## config.mk

```make
export PLATFORM = sky130hd
export DESIGN_NAME = huffman_symbol_sequencer_flat
export DESIGN_NICKNAME = d
export VERILOG_FILES = /design/src/rtl/huffman_symbol_sequencer_if.sv /design/src/rtl/huffman_symbol_sequencer.sv /design/src/flat_wrapper.sv
export SDC_FILE = /design/constraint.sdc
export NUM_CORES = 1
export LEC_CHECK = 0
export CORE_MARGIN = 8
export CORE_UTILIZATION = 40
export CTS_BUF_LIST = sky130_fd_sc_hd__clkbuf_4 sky130_fd_sc_hd__clkbuf_8
export DETAILED_ROUTE_END_ITERATION = 7
export PLACE_DENSITY = 0.66
export SLEW_MARGIN = 10
export SYNTH_ARGS = -nofsm -noshare
export SYNTH_HDL_FRONTEND = slang
export SYNTH_SLANG_ARGS = --single-unit
```

## constraint.sdc

```tcl
create_clock -name clock -period 14.5 [get_ports clock]
set_input_delay 2.9 -clock clock [delete_from_list [all_inputs] [get_ports clock]]
set_output_delay 2.9 -clock clock [all_outputs]
set_load 0.05 [all_outputs]
```

## src/rtl/huffman_symbol_sequencer_if.sv

```systemverilog
// ---------------------------------------------------------------------------
// huffman_symbol_sequencer_if
//   Bundles the block-input handshake and the symbol-output handshake of the
//   Huffman symbol sequencer.
//
//   Block side : zigzag_pix_in, blk_valid, blk_ready, dc_pred_clr
//   Symbol side: sym_valid, sym_ready, sym_is_dc, sym_run, sym_size,
//                sym_amp, sym_last
//   Status     : busy
//
//   master : upstream / downstream environment (drives block, accepts symbols)
//   slave  : the sequencer itself
// ---------------------------------------------------------------------------
interface huffman_symbol_sequencer_if #(
    parameter int PIX_W = 8,
    parameter int NPIX  = 64,
    parameter int AMP_W = PIX_W + 1
);
    logic [NPIX*PIX_W-1:0] zigzag_pix_in;
    logic                  blk_valid;
    logic                  blk_ready;
    logic                  dc_pred_clr;
    logic                  sym_valid;
    logic                  sym_ready;
    logic                  sym_is_dc;
    logic [3:0]            sym_run;
    logic [3:0]            sym_size;
    logic [AMP_W-1:0]      sym_amp;
    logic                  sym_last;
    logic                  busy;

    modport master (
        output zigzag_pix_in, blk_valid, dc_pred_clr, sym_ready,
        input  blk_ready, sym_valid, sym_is_dc, sym_run, sym_size,
               sym_amp, sym_last, busy
    );

    modport slave (
        input  zigzag_pix_in, blk_valid, dc_pred_clr, sym_ready,
        output blk_ready, sym_valid, sym_is_dc, sym_run, sym_size,
               sym_amp, sym_last, busy
    );
endinterface

```

## src/rtl/huffman_symbol_sequencer.sv

```systemverilog
// ---------------------------------------------------------------------------
// huffman_symbol_sequencer
//   Walks one zig-zag ordered block of NPIX coefficients and issues the JPEG
//   baseline symbol stream: one DC difference, then AC (run,size,amp)
//   symbols, ZRL (15/0) for runs of 16+ zeros ahead of a nonzero
//   coefficient, and EOB (0/0) when the block ends in zeros. Owns the DC
//   predictor. One coefficient is scanned per clock.
//
// Ports
//   clock    in  rising-edge clock
//   reset_n  in  asynchronous active-low reset
//   seq      slave modport of huffman_symbol_sequencer_if:
//              zigzag_pix_in / blk_valid / blk_ready  block input handshake
//              dc_pred_clr                            zero the DC predictor
//              sym_valid / sym_ready                  symbol handshake
//              sym_is_dc, sym_run, sym_size, sym_amp, sym_last  symbol
//              busy                                   block in progress
// ---------------------------------------------------------------------------
module huffman_symbol_sequencer #(
    parameter int PIX_W = 8,
    parameter int NPIX  = 64,
    parameter int AMP_W = PIX_W + 1
) (
    input  logic                         clock,
    input  logic                         reset_n,
    huffman_symbol_sequencer_if.slave    seq
);

    localparam int                IDX_W    = $clog2(NPIX);
    localparam logic [IDX_W-1:0]  LAST_IDX = IDX_W'(NPIX - 1);
    localparam logic [IDX_W-1:0]  ZRL_LEN  = IDX_W'(16);

    typedef enum logic [2:0] {
        S_IDLE,
        S_DC,
        S_SCAN,
        S_ZRL,
        S_AC,
        S_EOB
    } state_t;

    state_t                   r_state;
    state_t                   w_next_state;

    logic signed [PIX_W-1:0]  r_coef [NPIX];
    logic signed [PIX_W-1:0]  r_pred;
    logic [IDX_W-1:0]         r_idx;
    logic [IDX_W-1:0]         r_run;

    logic signed [PIX_W-1:0]  w_cur_coef;
    logic                     w_cur_zero;
    logic                     w_hs;
    logic                     w_accept;
    logic [IDX_W-1:0]         w_run_after_zrl;
    logic signed [AMP_W-1:0]  w_dc_diff;
    logic signed [AMP_W-1:0]  w_val;
    logic [AMP_W-1:0]         w_mag;
    logic [AMP_W-1:0]         w_val_dec;
    logic [AMP_W-1:0]         w_mask;
    logic [AMP_W-1:0]         w_amp;
    logic [3:0]               w_size;

    // ---------------------------------------------------------------------
    // Shared datapath
    // ---------------------------------------------------------------------
    assign w_cur_coef      = r_coef[r_idx];
    assign w_cur_zero      = (w_cur_coef == '0);
    assign w_hs            = seq.sym_valid && seq.sym_ready;
    assign w_accept        = (r_state == S_IDLE) && seq.blk_valid;
    assign w_run_after_zrl = r_run - ZRL_LEN;

    // Both operands sign-extend to AMP_W bits, so the difference never wraps.
    assign w_dc_diff = AMP_W'(r_coef[0]) - AMP_W'(r_pred);
    assign w_val     = (r_state == S_DC) ? w_dc_diff : AMP_W'(w_cur_coef);

    // Magnitude category and amplitude bits; negative values send the low
    // bits of (v-1), i.e. the one's complement of |v|.
    assign w_mag     = w_val[AMP_W-1] ? AMP_W'(-w_val) : AMP_W'(w_val);
    assign w_val_dec = w_val - AMP_W'(1);

    always_comb begin
        // NOTE: every combinational output gets a default first so no path
        // leaves it unassigned and a latch is never inferred.
        w_size = '0;
        for (int i = 0; i < AMP_W; i++) begin
            if (w_mag[i]) begin
                w_size = 4'(i + 1);
            end
        end
    end

    // A shift of AMP_W clears every bit, so size == AMP_W keeps the full word.
    assign w_mask = ~({AMP_W{1'b1}} << w_size);
    assign w_amp  = (w_val[AMP_W-1] ? w_val_dec : AMP_W'(w_val)) & w_mask;

    // ---------------------------------------------------------------------
    // FSM: state register
    // ---------------------------------------------------------------------
    always_ff @(posedge clock or negedge reset_n) begin
        // NOTE: sequential state uses non-blocking assignments so every
        // register samples the pre-edge values, independent of block order.
        if (!reset_n) begin
            r_state <= S_IDLE;
        end else begin
            r_state <= w_next_state;
        end
    end

    // ---------------------------------------------------------------------
    // FSM: next-state logic
    // ---------------------------------------------------------------------
    always_comb begin
        w_next_state = r_state;
        case (r_state)
            S_IDLE: if (seq.blk_valid) w_next_state = S_DC;
            S_DC:   if (w_hs)          w_next_state = S_SCAN;
            S_SCAN: begin
                if (!w_cur_zero) begin
                    w_next_state = (r_run >= ZRL_LEN) ? S_ZRL : S_AC;
                end else if (r_idx == LAST_IDX) begin
                    w_next_state = S_EOB;
                end
            end
            S_ZRL: begin
                if (w_hs && (w_run_after_zrl < ZRL_LEN)) begin
                    w_next_state = S_AC;
                end
            end
            S_AC: begin
                if (w_hs) begin
                    w_next_state = (r_idx == LAST_IDX) ? S_IDLE : S_SCAN;
                end
            end
            S_EOB:  if (w_hs) w_next_state = S_IDLE;
            default: w_next_state = S_IDLE;
        endcase
    end

    // ---------------------------------------------------------------------
    // FSM: outputs (pure function of registered state, so they stay stable
    // while a symbol is stalled)
    // ---------------------------------------------------------------------
    always_comb begin
        seq.blk_ready = (r_state == S_IDLE);
        seq.busy      = (r_state != S_IDLE);
        seq.sym_valid = 1'b0;
        seq.sym_is_dc = 1'b0;
        seq.sym_run   = '0;
        seq.sym_size  = '0;
        seq.sym_amp   = '0;
        seq.sym_last  = 1'b0;
        case (r_state)
            S_DC: begin
                seq.sym_valid = 1'b1;
                seq.sym_is_dc = 1'b1;
                seq.sym_size  = w_size;
                seq.sym_amp   = w_amp;
            end
            S_ZRL: begin
                seq.sym_valid = 1'b1;
                seq.sym_run   = 4'd15;
            end
            S_AC: begin
                // Run is always below 16 here; longer runs were drained by ZRL.
                seq.sym_valid = 1'b1;
                seq.sym_run   = r_run[3:0];
                seq.sym_size  = w_size;
                seq.sym_amp   = w_amp;
                seq.sym_last  = (r_idx == LAST_IDX);
            end
            S_EOB: begin
                seq.sym_valid = 1'b1;
                seq.sym_last  = 1'b1;
            end
            default: ;
        endcase
    end

    // ---------------------------------------------------------------------
    // Scan index, zero run and DC predictor
    // ---------------------------------------------------------------------
    always_ff @(posedge clock or negedge reset_n) begin
        if (!reset_n) begin
            r_idx  <= '0;
            r_run  <= '0;
            r_pred <= '0;
        end else begin
            case (r_state)
                S_DC: begin
                    if (w_hs) begin
                        r_idx <= IDX_W'(1);
                        r_run <= '0;
                    end
                end
                S_SCAN: begin
                    if (w_cur_zero && (r_idx != LAST_IDX)) begin
                        r_run <= r_run + IDX_W'(1);
                        r_idx <= r_idx + IDX_W'(1);
                    end
                end
                S_ZRL: begin
                    if (w_hs) r_run <= w_run_after_zrl;
                end
                S_AC: begin
                    if (w_hs) begin
                        r_run <= '0;
                        if (r_idx != LAST_IDX) r_idx <= r_idx + IDX_W'(1);
                    end
                end
                default: ;
            endcase

            // Restart-interval clear wins over storing this block's DC.
            if (seq.dc_pred_clr) begin
                r_pred <= '0;
            end else if ((r_state == S_DC) && w_hs) begin
                r_pred <= r_coef[0];
            end
        end
    end

    // ---------------------------------------------------------------------
    // Coefficient store
    // ---------------------------------------------------------------------
    // NOTE: the coefficient array is deliberately not reset: it is only read
    // after a block has been latched, so a reset would cost flops for nothing.
    always_ff @(posedge clock) begin
        if (w_accept) begin
            for (int k = 0; k < NPIX; k++) begin
                r_coef[k] <= seq.zigzag_pix_in[k*PIX_W +: PIX_W];
            end
        end
    end

endmodule

```

## src/flat_wrapper.sv

```systemverilog
// flat-port wrapper written by rule: the top's interface ports become plain ports
module huffman_symbol_sequencer_flat 
#(
    parameter int PIX_W = 8,
    parameter int NPIX  = 64,
    parameter int AMP_W = PIX_W + 1
)
  (clock, reset_n, seq_zigzag_pix_in, seq_blk_valid, seq_dc_pred_clr, seq_sym_ready, seq_blk_ready, seq_sym_valid, seq_sym_is_dc, seq_sym_run, seq_sym_size, seq_sym_amp, seq_sym_last, seq_busy);
  huffman_symbol_sequencer_if #(.PIX_W(PIX_W), .NPIX(NPIX), .AMP_W(AMP_W)) seq_i ();
  input  logic clock;
  input  logic reset_n;
  input wire logic [$bits(seq_i.zigzag_pix_in)-1:0] seq_zigzag_pix_in;
  input wire logic [$bits(seq_i.blk_valid)-1:0] seq_blk_valid;
  input wire logic [$bits(seq_i.dc_pred_clr)-1:0] seq_dc_pred_clr;
  input wire logic [$bits(seq_i.sym_ready)-1:0] seq_sym_ready;
  output wire logic [$bits(seq_i.blk_ready)-1:0] seq_blk_ready;
  output wire logic [$bits(seq_i.sym_valid)-1:0] seq_sym_valid;
  output wire logic [$bits(seq_i.sym_is_dc)-1:0] seq_sym_is_dc;
  output wire logic [$bits(seq_i.sym_run)-1:0] seq_sym_run;
  output wire logic [$bits(seq_i.sym_size)-1:0] seq_sym_size;
  output wire logic [$bits(seq_i.sym_amp)-1:0] seq_sym_amp;
  output wire logic [$bits(seq_i.sym_last)-1:0] seq_sym_last;
  output wire logic [$bits(seq_i.busy)-1:0] seq_busy;
  assign seq_i.zigzag_pix_in = seq_zigzag_pix_in;
  assign seq_i.blk_valid = seq_blk_valid;
  assign seq_i.dc_pred_clr = seq_dc_pred_clr;
  assign seq_i.sym_ready = seq_sym_ready;
  assign seq_blk_ready = seq_i.blk_ready;
  assign seq_sym_valid = seq_i.sym_valid;
  assign seq_sym_is_dc = seq_i.sym_is_dc;
  assign seq_sym_run = seq_i.sym_run;
  assign seq_sym_size = seq_i.sym_size;
  assign seq_sym_amp = seq_i.sym_amp;
  assign seq_sym_last = seq_i.sym_last;
  assign seq_busy = seq_i.busy;
  huffman_symbol_sequencer #(.PIX_W(PIX_W), .NPIX(NPIX), .AMP_W(AMP_W)) u_core (.clock(clock), .reset_n(reset_n), .seq(seq_i));
endmodule
```

==> results of run 1 <==
[critical path, delay by kind of cell (launching register included)]
family / cells / cell delay, ps
AO/OA/AOI/OAI: 7 / 1640
AND/OR/NAND/NOR: 3 / 740
buffers and inverters: 4 / 1660
flip-flops: 1 / 870
multiplexers: 1 / 660
adder cells (fa/ha/maj): 1 / 250
[state kept, by name, indices dropped and copies added (netlist names)]
register	cells
u_core.r_state	3
u_core.r_coef	512
u_core.r_pred	8
u_core.r_run	6
u_core.r_idx	6
[metal layers]
layer  vias up  GRT usage
met1      7008      0.259
met2       557      0.372
met5         -          0
met3       100     0.0584
li1       6154          -
met4        14     0.0459
[layout make-up]
| cell class | count | area share |
|---|---|---|
| timing repair buffer | 555 | 0.182 |
| sequential | 535 | 0.527 |
| clock buffer | 115 | 0.0471 |
| tap | 756 | 0.0312 |
| clock inverter | 49 | 0.0129 |
| antenna | 6 | 0.000496 |
| multi-input combinational | 578 | 0.195 |
| inverter | 29 | 0.00359 |
[worst min path at each step]
stage	start	to	slack, ps	cells past startpoint
2_1_floorplan	u_core.r_run[2]	u_core.r_run[2]	480	1
3_3_place_gp	u_core.r_run[5]	u_core.r_run[5]	500	1
3_5_place_dp	u_core.r_pred[7]	u_core.r_pred[7]	520	2
4_1_cts	u_core.r_pred[7]	u_core.r_pred[7]	530	2
5_1_grt	u_core.r_pred[1]	u_core.r_pred[1]	550	2
6_report	u_core.r_pred[6]	u_core.r_pred[6]	520	2
[cells by family (layout without fill, tap and decap cells)]
logic type | count (synthesis) | after routing | synth area share
compound gates | 175 | 175 | 0.0574
xor+xnor | 10 | 10 | 0.00423
fa+ha+maj | 14 | 14 | 0.00812
buf+inv | 94 | 748 | 0.0286
flops | 535 | 535 | 0.709
mux | 168 | 168 | 0.143
other cells | 1 | 7 | 0.000167
simple gates | 210 | 210 | 0.0497
[power by group]
part           total, mW  internal, mW  leakage, nW  switching (mW)
logic               1.91         0.807         4.19            1.10
clock network       1.35         0.741        0.952           0.610
registers           2.30          2.14         5.07           0.156
[cell usage after synthesis (4+ instances only)]
cell | number | area share
sky130_fd_sc_hd__clkbuf_1 | 17 | 0.0028
sky130_fd_sc_hd__a211o_1 | 6 | 0.0023
sky130_fd_sc_hd__nor4_1 | 4 | 0.0011
sky130_fd_sc_hd__nand3b_1 | 8 | 0.0027
sky130_fd_sc_hd__o221ai_1 | 8 | 0.0031
sky130_fd_sc_hd__a21o_1 | 5 | 0.0017
sky130_fd_sc_hd__buf_6 | 8 | 0.0040
sky130_fd_sc_hd__buf_12 | 5 | 0.0044
sky130_fd_sc_hd__nor3_1 | 10 | 0.0022
sky130_fd_sc_hd__a22o_1 | 6 | 0.0023
sky130_fd_sc_hd__o21ai_1 | 4 | 0.00089
sky130_fd_sc_hd__or3_1 | 6 | 0.0017
sky130_fd_sc_hd__nand4_1 | 11 | 0.0031
sky130_fd_sc_hd__nand2_1 | 67 | 0.011
sky130_fd_sc_hd__o21a_1 | 5 | 0.0017
sky130_fd_sc_hd__inv_1 | 27 | 0.0045
sky130_fd_sc_hd__mux2i_1 | 37 | 0.016
sky130_fd_sc_hd__buf_2 | 11 | 0.0024
sky130_fd_sc_hd__mux4_1 | 12 | 0.014
sky130_fd_sc_hd__nand2b_1 | 7 | 0.0019
sky130_fd_sc_hd__o21ai_0 | 23 | 0.0051
sky130_fd_sc_hd__edfxtp_1 | 512 | 0.68
sky130_fd_sc_hd__o31ai_1 | 4 | 0.0013
sky130_fd_sc_hd__xor2_1 | 4 | 0.0016
sky130_fd_sc_hd__xnor2_1 | 5 | 0.0019
sky130_fd_sc_hd__a221oi_1 | 4 | 0.0016
sky130_fd_sc_hd__a31oi_1 | 8 | 0.0022
sky130_fd_sc_hd__mux4_2 | 105 | 0.11
sky130_fd_sc_hd__a22oi_1 | 13 | 0.0043
sky130_fd_sc_hd__mux2_2 | 13 | 0.0065
sky130_fd_sc_hd__ha_1 | 13 | 0.0072
sky130_fd_sc_hd__and2_1 | 8 | 0.0022
sky130_fd_sc_hd__nor3b_1 | 4 | 0.0013
sky130_fd_sc_hd__clkbuf_8 | 6 | 0.0037
sky130_fd_sc_hd__nor2b_1 | 4 | 0.0011
sky130_fd_sc_hd__a21oi_1 | 37 | 0.0082
sky130_fd_sc_hd__buf_4 | 11 | 0.0037
sky130_fd_sc_hd__o22ai_1 | 6 | 0.0017
sky130_fd_sc_hd__nand3_1 | 21 | 0.0047
sky130_fd_sc_hd__dfrtp_1 | 23 | 0.026
sky130_fd_sc_hd__nor2_1 | 33 | 0.0055
==> results by group, run 1 <==
Outcome
  – Run status: finished clean

Global routing
  – Largest net degree at the start of global routing: 106
  – Vias in the first global route: about 15000
  – Grt ovf: 0
  – Number of antenna violations at the first check in global routing: 11
  – Global-route wire length before repair: 97900 um
  – Total Routing Usage GR: 0.212

STA
  – Highest Clock Rate: about 0.10 GHz
  – Post-layout minimum cycle time: between 9000 and 10000 ps
  – Final Max Tran Viols: 0
  – Total of endpoints with negative setup slack in the final report: 0
  – Tightest hold margin: 524 ps
  – Post-route clock period utilization: 0.667
  – Clock tree skew after final layout: between 20 and 25 ps
  – Slew headroom: 0.282
  – Setup Total Neg Slack: 0 ps
  – RSZ-0062 raised after global routing: no
  – Final worst slack: 4830 ps
  – Final count of hold timing violations: 0
  – Measured slew at the worst slew-check pin: 1080 ps

Clock tree
  – Number of H-tree levels: 3
  – Hold buffer count at CTS: 0
  – Clock edge transition at the registers on the reported setup and hold paths: 60 ps
  – Insertion delay of the later-clocked pin in the worst-skew pair: roughly 680 ps
  – Maximum clock insertion buffer count: 3
  – Root buffer cell: sky130_fd_sc_hd__clkbuf_8
  – Clock net sink count: ~540
  – Number of clock buffers inserted by TritonCTS: 90
  – Post CTS Setup Buffer Count: 0
  – Count of instances resized after the clock tree is built: 0
  – Clock tree from TritonCTS: built

Floorplanning
  – Die outline height: 253 um
  – Row count: 87
  – Core area: 56100 um^2
  – Total I/O pin count: about 540
  – Die footprint: 64100 um^2
  – Die X: 253 um
  – Effective utilization at floorplan: 0.401

Worst setup path
  – Worst setup path startpoint: u_core.r_idx[0]
  – Start-to-end type of the worst setup path: reg -> out
  – CP max FO: 105
  – Cell with the largest stage delay on the worst path: sky130_fd_sc_hd__dfrtp_4
  – Most used cell, CP: sky130_fd_sc_hd__inv_1
  – Critical Path RT: 11600 ps
  – Critical path's largest stage delay: between 800 and 900 ps
  – Cell chain of the critical path: buf_12 > mux4_1 > a22oi_1 > a311oi_1 > o21ai_1 > a31oi_2 > inv_1 > ha_1 > inv_1 > nor2_1 > and3_2 > nor4_1 > a41oi_2 > o2111ai_2 > a2111oi_2 > clkdlybuf4s50_1
  – CP arrival: 6770 ps
  – Worst R2R Start: u_core.r_idx[0]
  – R2R Path End: u_core.r_idx[2]
  – R2R Setup Slk: 9250 ps
  – Destination of the critical timing path: seq_sym_amp[4]
  – R2R depth: 11
  – Startpoint type of the worst setup path: register
  – Kind of capture point of the worst setup path: primary output

Placement
  – Post-placement setup slack: around 5400 ps
  – Detailed placer's ending HPWL: 51600 um
  – Cell count after placement: 2453
  – Placement-stage cell area: 28500 um^2
  – RePlAce Congestion: 0.867
  – Quantity of I/O buffers inserted on ports: 537

Routing
  – Met3 Routed Length: 4830 um
  – Via count: 13833
  – First DRT Iteration DRCs: 1076
  – Count of unresolved DRC violations after routing: 0
  – Final wirelength: 69400 um
  – Detail-routed via count per cell: 5.27
  – Metal-1 WL: between 20000 and 30000 um
  – Number of optimization iterations in the first detailed-route pass: 7
  – Highest layer used for signal routing: met5
  – Wirelength per Cell: 26.5 um
  – Post-route ant nets: 0
  – Met2 wire len: ~36000 um

Layout
  – Most common library cell in the layout ignoring fill and taps: sky130_fd_sc_hd__clkdlybuf4s50_1
  – Fraction of layout instances using a drive strength above 1: 0.174
  – Utilization after layout: 0.540
  – Area of all placed cells without fillers: 30300 um^2
  – Most frequent cells in the layout: sky130_fd_sc_hd__clkdlybuf4s50_1, sky130_fd_sc_hd__edfxtp_1, sky130_fd_sc_hd__mux4_2, sky130_fd_sc_hd__clkbuf_8, sky130_fd_sc_hd__nand2_1
  – Reg area: 16000 um^2
  – Final-stage net count: around 2300
  – Synth-to-Final Area Change: 34.6%
  – Multi-input combinational cell area: 5920 um^2
  – Post-layout instance count excluding filler cells: 2623
  – Filler Cells Inserted: 4471

Logic synthesis
  – Number of distinct library cells after synthesis: 100
  – Post-synth EDFFs: slightly above 500
  – FF+latch count, synth: 535
  – Part of the Yosys area used for sequential elements: 0.709
  – Proportion of register bits with asynchronous set or reset after synthesis: 0.0430
  – Area of the mapped netlist: around 23000 um^2
  – Yosys synthesis warning count: 0
  – Gate count of the mapped netlist: about 1200
  – Nets in the synthesized netlist: 1738
  – Syn Area/Cell: 18.6 um^2
  – Most frequently used flop master after synthesis: sky130_fd_sc_hd__edfxtp_1

Pwr
  – Peak VDD IR: 0.000197 V
  – Final Power: 5.56 mW
  – Static leakage: 10.2 nW
  – Ratio of total power to cell area: around 180 nW/um^2

Worst hold path
  – Tightest Hold Check Type: reg -> reg

Run
  – Max_cap viols: 0
Note: power is estimated with default switching activity, not from simulation.
==> inputs of run 2 (changes only) <==
Clock period 14.5 ns to 10.01 ns, I/O delays scaled along.
==> run 2 against run 1 <==
Compared with the run above:
- final cell count is 0.11% lower
- highest routed layer unchanged
- worst hold slack better by 1.1 ps
- routed wire length rose by 0.31%
==> results by group, run 2 (same netlist as run 1, synthesis figures left out) <==
Layout
  – Registers with the highest flip-flop counts: u_core.r_coef: 512 flops, u_core.r_pred: 8 flops
  – Synth-to-Final Area Change: 35.2%
  – Utilization after layout: 0.543 (+0.00221)
  – Fraction of layout instances using a drive strength above 1: 0.173 (-0.00105)
  – Most common library cell in the layout ignoring fill and taps: sky130_fd_sc_hd__clkdlybuf4s50_1
  – Most frequent cells in the layout: sky130_fd_sc_hd__clkdlybuf4s50_1, sky130_fd_sc_hd__edfxtp_1, sky130_fd_sc_hd__mux4_2, sky130_fd_sc_hd__clkbuf_8, sky130_fd_sc_hd__nand2_1
  – Final-stage net count: 2316 (-0.17%)
  – Largest register FFs: 512 (unchanged)
  – Area of all placed cells without fillers: 30400 um^2 (+0.41%)
  – Top reg by flops: u_core.r_coef
  – Post-layout instance count excluding filler cells: 2620 (-0.11%)

Worst hold path
  – Launch point of the worst hold path: u_core.r_pred[4]
  – Tightest Hold Check Type: reg -> reg
  – End of the worst hold path: u_core.r_pred[4]
  – Worst hold path depth: 2 (unchanged)

Outcome
  – Run status: finished clean

STA
  – Post-route clock period utilization: 0.874
  – Final Max Tran Viols: 0 (unchanged)
  – Final worst slack: 1260 ps (-3570 ps)
  – Total of endpoints with negative setup slack in the final report: 0 (unchanged)
  – Final count of hold timing violations: 0 (unchanged)
  – Post-layout minimum cycle time: 8750 ps
  – Clock tree skew after final layout: 40.9 ps (+19.5 ps)
  – Tightest hold margin: 525 ps (+1.10 ps)
  – Measured slew at the worst slew-check pin: 1250 ps (+178 ps)
  – Highest Clock Rate: 0.114 GHz
  – RSZ-0062 raised after global routing: no
  – Setup Total Neg Slack: 0 ps (unchanged)
  – Slew headroom: 0.164 (-0.119)

Placement
  – Detailed placer's ending HPWL: 51800 um (+0.30%)
  – Cell count after placement: 2448 (-0.20%)
  – Placement-stage cell area: 28500 um^2 (about the same)
  – RePlAce Congestion: 0.876 (+1.0%)
  – Quantity of I/O buffers inserted on ports: 537 (unchanged)
  – Post-placement setup slack: 1990 ps (-3450 ps)

Worst setup path
  – Worst setup path startpoint: u_core.r_idx[2]
  – Start-to-end type of the worst setup path: reg -> out
  – Critical Path RT: 8010 ps (-3590 ps)
  – Kind of capture point of the worst setup path: primary output
  – CP max FO: 30 (-71%)
  – R2R Path End: u_core.r_idx[2]
  – R2R Setup Slk: 5160 ps (-4090 ps)
  – Worst R2R Start: u_core.r_idx[0]
  – R2R depth: 11 (unchanged)
  – CP arrival: 6750 ps (-20 ps)
  – Startpoint type of the worst setup path: register

Clock tree
  – Hold buffer count at CTS: 0 (unchanged)
  – Clock tree from TritonCTS: built
  – Insertion delay of the later-clocked pin in the worst-skew pair: 670 ps (about the same)
  – Number of clock buffers inserted by TritonCTS: 91 (+1.1%)
  – Clock edge transition at the registers on the reported setup and hold paths: 60 ps (about the same)
  – Post CTS Setup Buffer Count: 0 (unchanged)
  – Clock net sink count: 535 (unchanged)
  – Number of H-tree levels: 3 (unchanged)
  – Count of instances resized after the clock tree is built: 0 (unchanged)
  – Root buffer cell: sky130_fd_sc_hd__clkbuf_8
  – Maximum clock insertion buffer count: 3 (unchanged)

Floorplanning
  – Die X: 253 um (unchanged)
  – Effective utilization at floorplan: 0.401 (unchanged)
  – Core area: 56100 um^2 (unchanged)
  – Die footprint: 64100 um^2 (unchanged)
  – Total I/O pin count: 539 (unchanged)
  – Die outline height: 253 um (unchanged)
  – Row count: 87 (unchanged)

Routing
  – Number of optimization iterations in the first detailed-route pass: 5 (-2)
  – Final wirelength: 69600 um (+0.31%)
  – Detail-routed via count per cell: 5.24 (-0.66%)
  – Count of unresolved DRC violations after routing: 0 (unchanged)
  – First DRT Iteration DRCs: 1125 (+4.6%)
  – Wirelength per Cell: 26.6 um (+0.43%)
  – Via count: 13726 (-0.77%)
  – Post-route ant nets: 0 (unchanged)

Global routing
  – Grt ovf: 0 (unchanged)
  – Largest net degree at the start of global routing: 178 (+68%)
  – Global-route wire length before repair: 98500 um (+0.54%)
  – Total Routing Usage GR: 0.212 (+0.000487)
  – Number of antenna violations at the first check in global routing: 13 (+2)
  – Vias in the first global route: 14857 (+1.1%)

Pwr
  – Static leakage: 10.2 nW (+0.31%)
  – Peak VDD IR: 0.000271 V (+37%)
  – Ratio of total power to cell area: 270 nW/um^2 (+47%)
  – Final Power: 8.20 mW (+48%)

Run
  – Max_cap viols: 0 (unchanged)
[run 2: how the worst max path moves through the flow]
stage / to / slack, ps / cells after the start
global route: seq_sym_amp[4] / 890 / 13
detailed placement: seq_sym_amp[4] / 1990 / 14
CTS: seq_sym_amp[4] / 1210 / 14
global placement: seq_sym_amp[4] / 1960 / 14
floorplan: u_core.r_coef[0][0] / 1340 / 1
finish: seq_sym_amp[4] / 1260 / 14
[run 2: layer usage]
metal,wire length (um),vias to the layer above,track usage,part of all wire
li1,-,6148,-,-
met1,27700,6962,0.263,0.40
met2,36300,545,0.369,0.52
met3,4480,67,0.0542,0.064
met4,1140,4,0.0542,0.016
met5,28,-,0,0.00040
[run 2: report_power, final]
| group | leakage [nW] | switching, mW | internal [mW] |
|---|---|---|---|
| sequential | 5.07 | 0.258 | 3.10 |
| clock | 1.00 | 0.893 | 1.20 |
| combinational | 4.16 | 1.58 | 1.17 |
[run 2: area by class of cell]
cell class | count | area, um^2
Inverter | 29 | 109
Fill cell | 4472 | 25600
Sequential cell | 535 | 16000
Timing Repair Buffer | 550 | 5510
Antenna cell | 9 | 22.5
Multi-Input combinational cell | 578 | 5930
Tap cell | 756 | 946
Clock inverter | 47 | 480
Clock buffer | 116 | 1460
[run 2: worst max-delay path: stages (launching register included)]
cell                              delay, ps
sky130_fd_sc_hd__dfrtp_2                970
sky130_fd_sc_hd__and2_1                1080
sky130_fd_sc_hd__a22oi_1                260
sky130_fd_sc_hd__a311oi_1               470
sky130_fd_sc_hd__o21ai_1                250
sky130_fd_sc_hd__a31oi_2                360
sky130_fd_sc_hd__inv_1                  140
sky130_fd_sc_hd__ha_1                   270
sky130_fd_sc_hd__nor2_1                 160
sky130_fd_sc_hd__xor2_1                 170
sky130_fd_sc_hd__a21oi_1                 60
sky130_fd_sc_hd__nor3b_1                370
sky130_fd_sc_hd__o2111ai_2              250
sky130_fd_sc_hd__a2111oi_2              370
sky130_fd_sc_hd__clkdlybuf4s50_1        880
==> inputs of run 3 (changes only) <==
Settings changed: PLACE_DENSITY 0.66 to unset, PLACE_DENSITY_LB_ADDON set to 0.12.
==> run 3 against run 2 <==
Compared with the run above:
- maximum frequency is 0.66% higher
- worst hold slack worse by 4.7 ps
- first-iteration DRC count is 7.1% lower
- clock-buffer cell count is 18 higher
- sequential share of layout area is 0.20 points lower
- final area is 0.39% higher
- routed wire length is 4.3% higher
- setup slack better by 57 ps
- combinational power hardly changed
- sequential power hardly changed
- clock power is 4% higher
- final cell count is 0.61% higher
- highest routed layer unchanged
==> results by group, run 3 (same netlist as run 1, synthesis figures left out) <==
Layout
  – Top reg by flops: u_core.r_coef
  – Post-layout instance count excluding filler cells: 2636 (+0.61%)
  – Synth-to-Final Area Change: 35.7%
  – Most frequent cells in the layout: sky130_fd_sc_hd__clkdlybuf4s50_1, sky130_fd_sc_hd__edfxtp_1, sky130_fd_sc_hd__mux4_2, sky130_fd_sc_hd__clkbuf_8, sky130_fd_sc_hd__nand2_1
  – Filler Cells Inserted: 4503 (+0.69%)
  – Final-stage net count: 2319 (+0.13%)
  – Most common library cell in the layout ignoring fill and taps: sky130_fd_sc_hd__clkdlybuf4s50_1
  – Largest register FFs: 512 (unchanged)
  – Registers with the highest flip-flop counts: u_core.r_coef: 512 flops, u_core.r_pred: 8 flops
  – Fraction of layout instances using a drive strength above 1: 0.180 (+0.00668)

Clock tree
  – Post CTS Setup Buffer Count: 0 (unchanged)
  – Number of H-tree levels: 3 (unchanged)
  – Hold buffer count at CTS: 0 (unchanged)
  – Number of clock buffers inserted by TritonCTS: 93 (+2.2%)
  – Insertion delay of the later-clocked pin in the worst-skew pair: 690 ps (+20 ps)
  – Clock edge transition at the registers on the reported setup and hold paths: 60 ps (about the same)
  – Root buffer cell: sky130_fd_sc_hd__clkbuf_8
  – Clock tree from TritonCTS: built
  – Maximum clock insertion buffer count: 3 (unchanged)
  – Clock net sink count: 535 (unchanged)
  – Count of instances resized after the clock tree is built: 0 (unchanged)

Worst setup path
  – CP max FO: 39 (+30%)
  – Kind of capture point of the worst setup path: primary output
  – Cell chain of the critical path: buf_4 > and2_1 > a22oi_1 > a311oi_1 > o21ai_1 > a31oi_2 > inv_1 > ha_1 > inv_1 > nor2_1 > and3_2 > a41oi_2 > o2111ai_2 > a2111oi_2 > clkdlybuf4s50_1
  – Worst R2R Start: u_core.r_idx[0]
  – Largest delay share family, worst path: compound AO/OA/AOI/OAI gates
  – Worst setup path startpoint: u_core.r_idx[2]
  – Start-to-end type of the worst setup path: reg -> out
  – CP arrival: 6690 ps (-60 ps)
  – Critical Path RT: 8010 ps (about the same)
  – Critical path's largest stage delay: 1000 ps (-80 ps)
  – Buffers plus inverters on the worst setup path: 4 (+2)
  – Startpoint type of the worst setup path: register
  – Most used cell, CP: sky130_fd_sc_hd__inv_1
  – Cell with the largest stage delay on the worst path: sky130_fd_sc_hd__and2_1

Global routing
  – Largest net degree at the start of global routing: 201 (+13%)
  – Global-route wire length before repair: 101000 um (+2.6%)
  – Number of antenna violations at the first check in global routing: 22 (+9)
  – Grt ovf: 0 (unchanged)
  – Total Routing Usage GR: 0.221 (+0.00852)
  – Vias in the first global route: 14895 (+0.26%)

STA
  – Setup Total Neg Slack: 0 ps (unchanged)
  – Total of endpoints with negative setup slack in the final report: 0 (unchanged)
  – RSZ-0062 raised after global routing: no
  – Final Max Tran Viols: 0 (unchanged)
  – Highest Clock Rate: 0.115 GHz (+0.66%)
  – Final count of hold timing violations: 0 (unchanged)
  – Measured slew at the worst slew-check pin: 1180 ps (-71.1 ps)
  – Post-route clock period utilization: 0.868 (-0.00572)
  – Final worst slack: 1320 ps (+57.3 ps)
  – Clock tree skew after final layout: 31.0 ps (-9.88 ps)
  – Slew headroom: 0.210 (+0.0465)
  – Post-layout minimum cycle time: 8690 ps (-57.2 ps)

Floorplanning
  – Die X: 253 um (unchanged)
  – Die footprint: 64100 um^2 (unchanged)
  – Core area: 56100 um^2 (unchanged)
  – Die outline height: 253 um (unchanged)
  – Total I/O pin count: 539 (unchanged)
  – Row count: 87 (unchanged)
  – Effective utilization at floorplan: 0.401 (unchanged)

Outcome
  – Run status: finished clean

Routing
  – Wirelength per Cell: 27.5 um (+3.6%)
  – Via count: 13791 (+0.47%)
  – Final wirelength: 72600 um (+4.3%)
  – Detail-routed via count per cell: 5.23 (-0.14%)
  – First DRT Iteration DRCs: 1045 (-7.1%)
  – Post-route ant nets: 0 (unchanged)
  – Number of optimization iterations in the first detailed-route pass: 5 (unchanged)
  – Count of unresolved DRC violations after routing: 0 (unchanged)

Placement
  – Post-placement setup slack: 1990 ps (-5.51 ps)
  – Quantity of I/O buffers inserted on ports: 537 (unchanged)
  – Detailed placer's ending HPWL: 53900 um (+4.1%)
  – RePlAce Congestion: 0.873 (-0.39%)
  – Cell count after placement: 2449 (+0.041%)

Pwr
  – Peak VDD IR: 0.000237 V (-13%)
  – Ratio of total power to cell area: 272 nW/um^2 (+0.75%)
  – Static leakage: 10.3 nW (+0.77%)

Worst hold path
  – Tightest Hold Check Type: reg -> reg
  – Launch point of the worst hold path: u_core.r_pred[7]

Run
  – Max_cap viols: 0 (unchanged)
## run 3: final timing paths
kind,end,slack (ps),depth (start not counted)
max in group asynchronous,u_core.r_idx[0],8030,2
hold reg to reg,u_core.r_pred[7],520,2
hold / removal,u_core.r_pred[7],520,2
min in group asynchronous,u_core.r_pred[0],1700,2
setup / recovery,seq_sym_amp[4],1320,15
setup reg to reg,u_core.r_state[0],4890,11
## run 3: layer usage
metal | track usage | routed length, um | vias up | share of wire
met5 | 0 | 69 | - | 0.00095
met4 | 0.0833 | 2260 | 10 | 0.031
met3 | 0.0642 | 5070 | 131 | 0.070
met2 | 0.378 | 37600 | 561 | 0.52
met1 | 0.262 | 27600 | 6922 | 0.38
li1 | - | - | 6167 | -
## run 3: power breakdown
part | internal (mW) | switching, mW | total [mW]
clock network | 1.26 | 0.908 | 2.17
registers | 3.11 | 0.244 | 3.35
logic | 1.17 | 1.61 | 2.78
## run 3: per-stage QoR
step                      instance area (um^2)  hold slack (ps)   util  power (mW)
final                                    30500              521  0.545        8.29
after global routing                     30500              551  0.545        8.70
after CTS                                30500              524  0.544        8.38
after detailed placement                 28500              516  0.508        6.19
after global placement                   28500              511  0.508        6.16
after floorplan                          22500              484      -        5.40
## run 3: layout make-up
| cell class | count | area (um^2) | area share |
|---|---|---|---|
| clock buffer | 134 | 1620 | 0.0530 |
| timing repair buffer | 551 | 5520 | 0.181 |
| clock inverter | 37 | 424 | 0.0139 |
| antenna | 16 | 40.0 | 0.00131 |
| multi-input combinational | 578 | 5920 | 0.194 |
| tap | 756 | 946 | 0.0310 |
| sequential | 535 | 16000 | 0.523 |
| inverter | 29 | 109 | 0.00356 |
## run 3: worst reg2reg max path, cell delays in order, from the launching register on
cell	delay, ps
sky130_fd_sc_hd__dfrtp_4	1000
sky130_fd_sc_hd__buf_4	740
sky130_fd_sc_hd__mux4_2	590
sky130_fd_sc_hd__mux4_2	520
sky130_fd_sc_hd__o21ai_0	310
sky130_fd_sc_hd__nand3_1	170
sky130_fd_sc_hd__o41ai_1	450
sky130_fd_sc_hd__nand2_1	260
sky130_fd_sc_hd__nor4_2	530
sky130_fd_sc_hd__nand2b_1	210
sky130_fd_sc_hd__nand4b_1	110
sky130_fd_sc_hd__o21ai_0	80
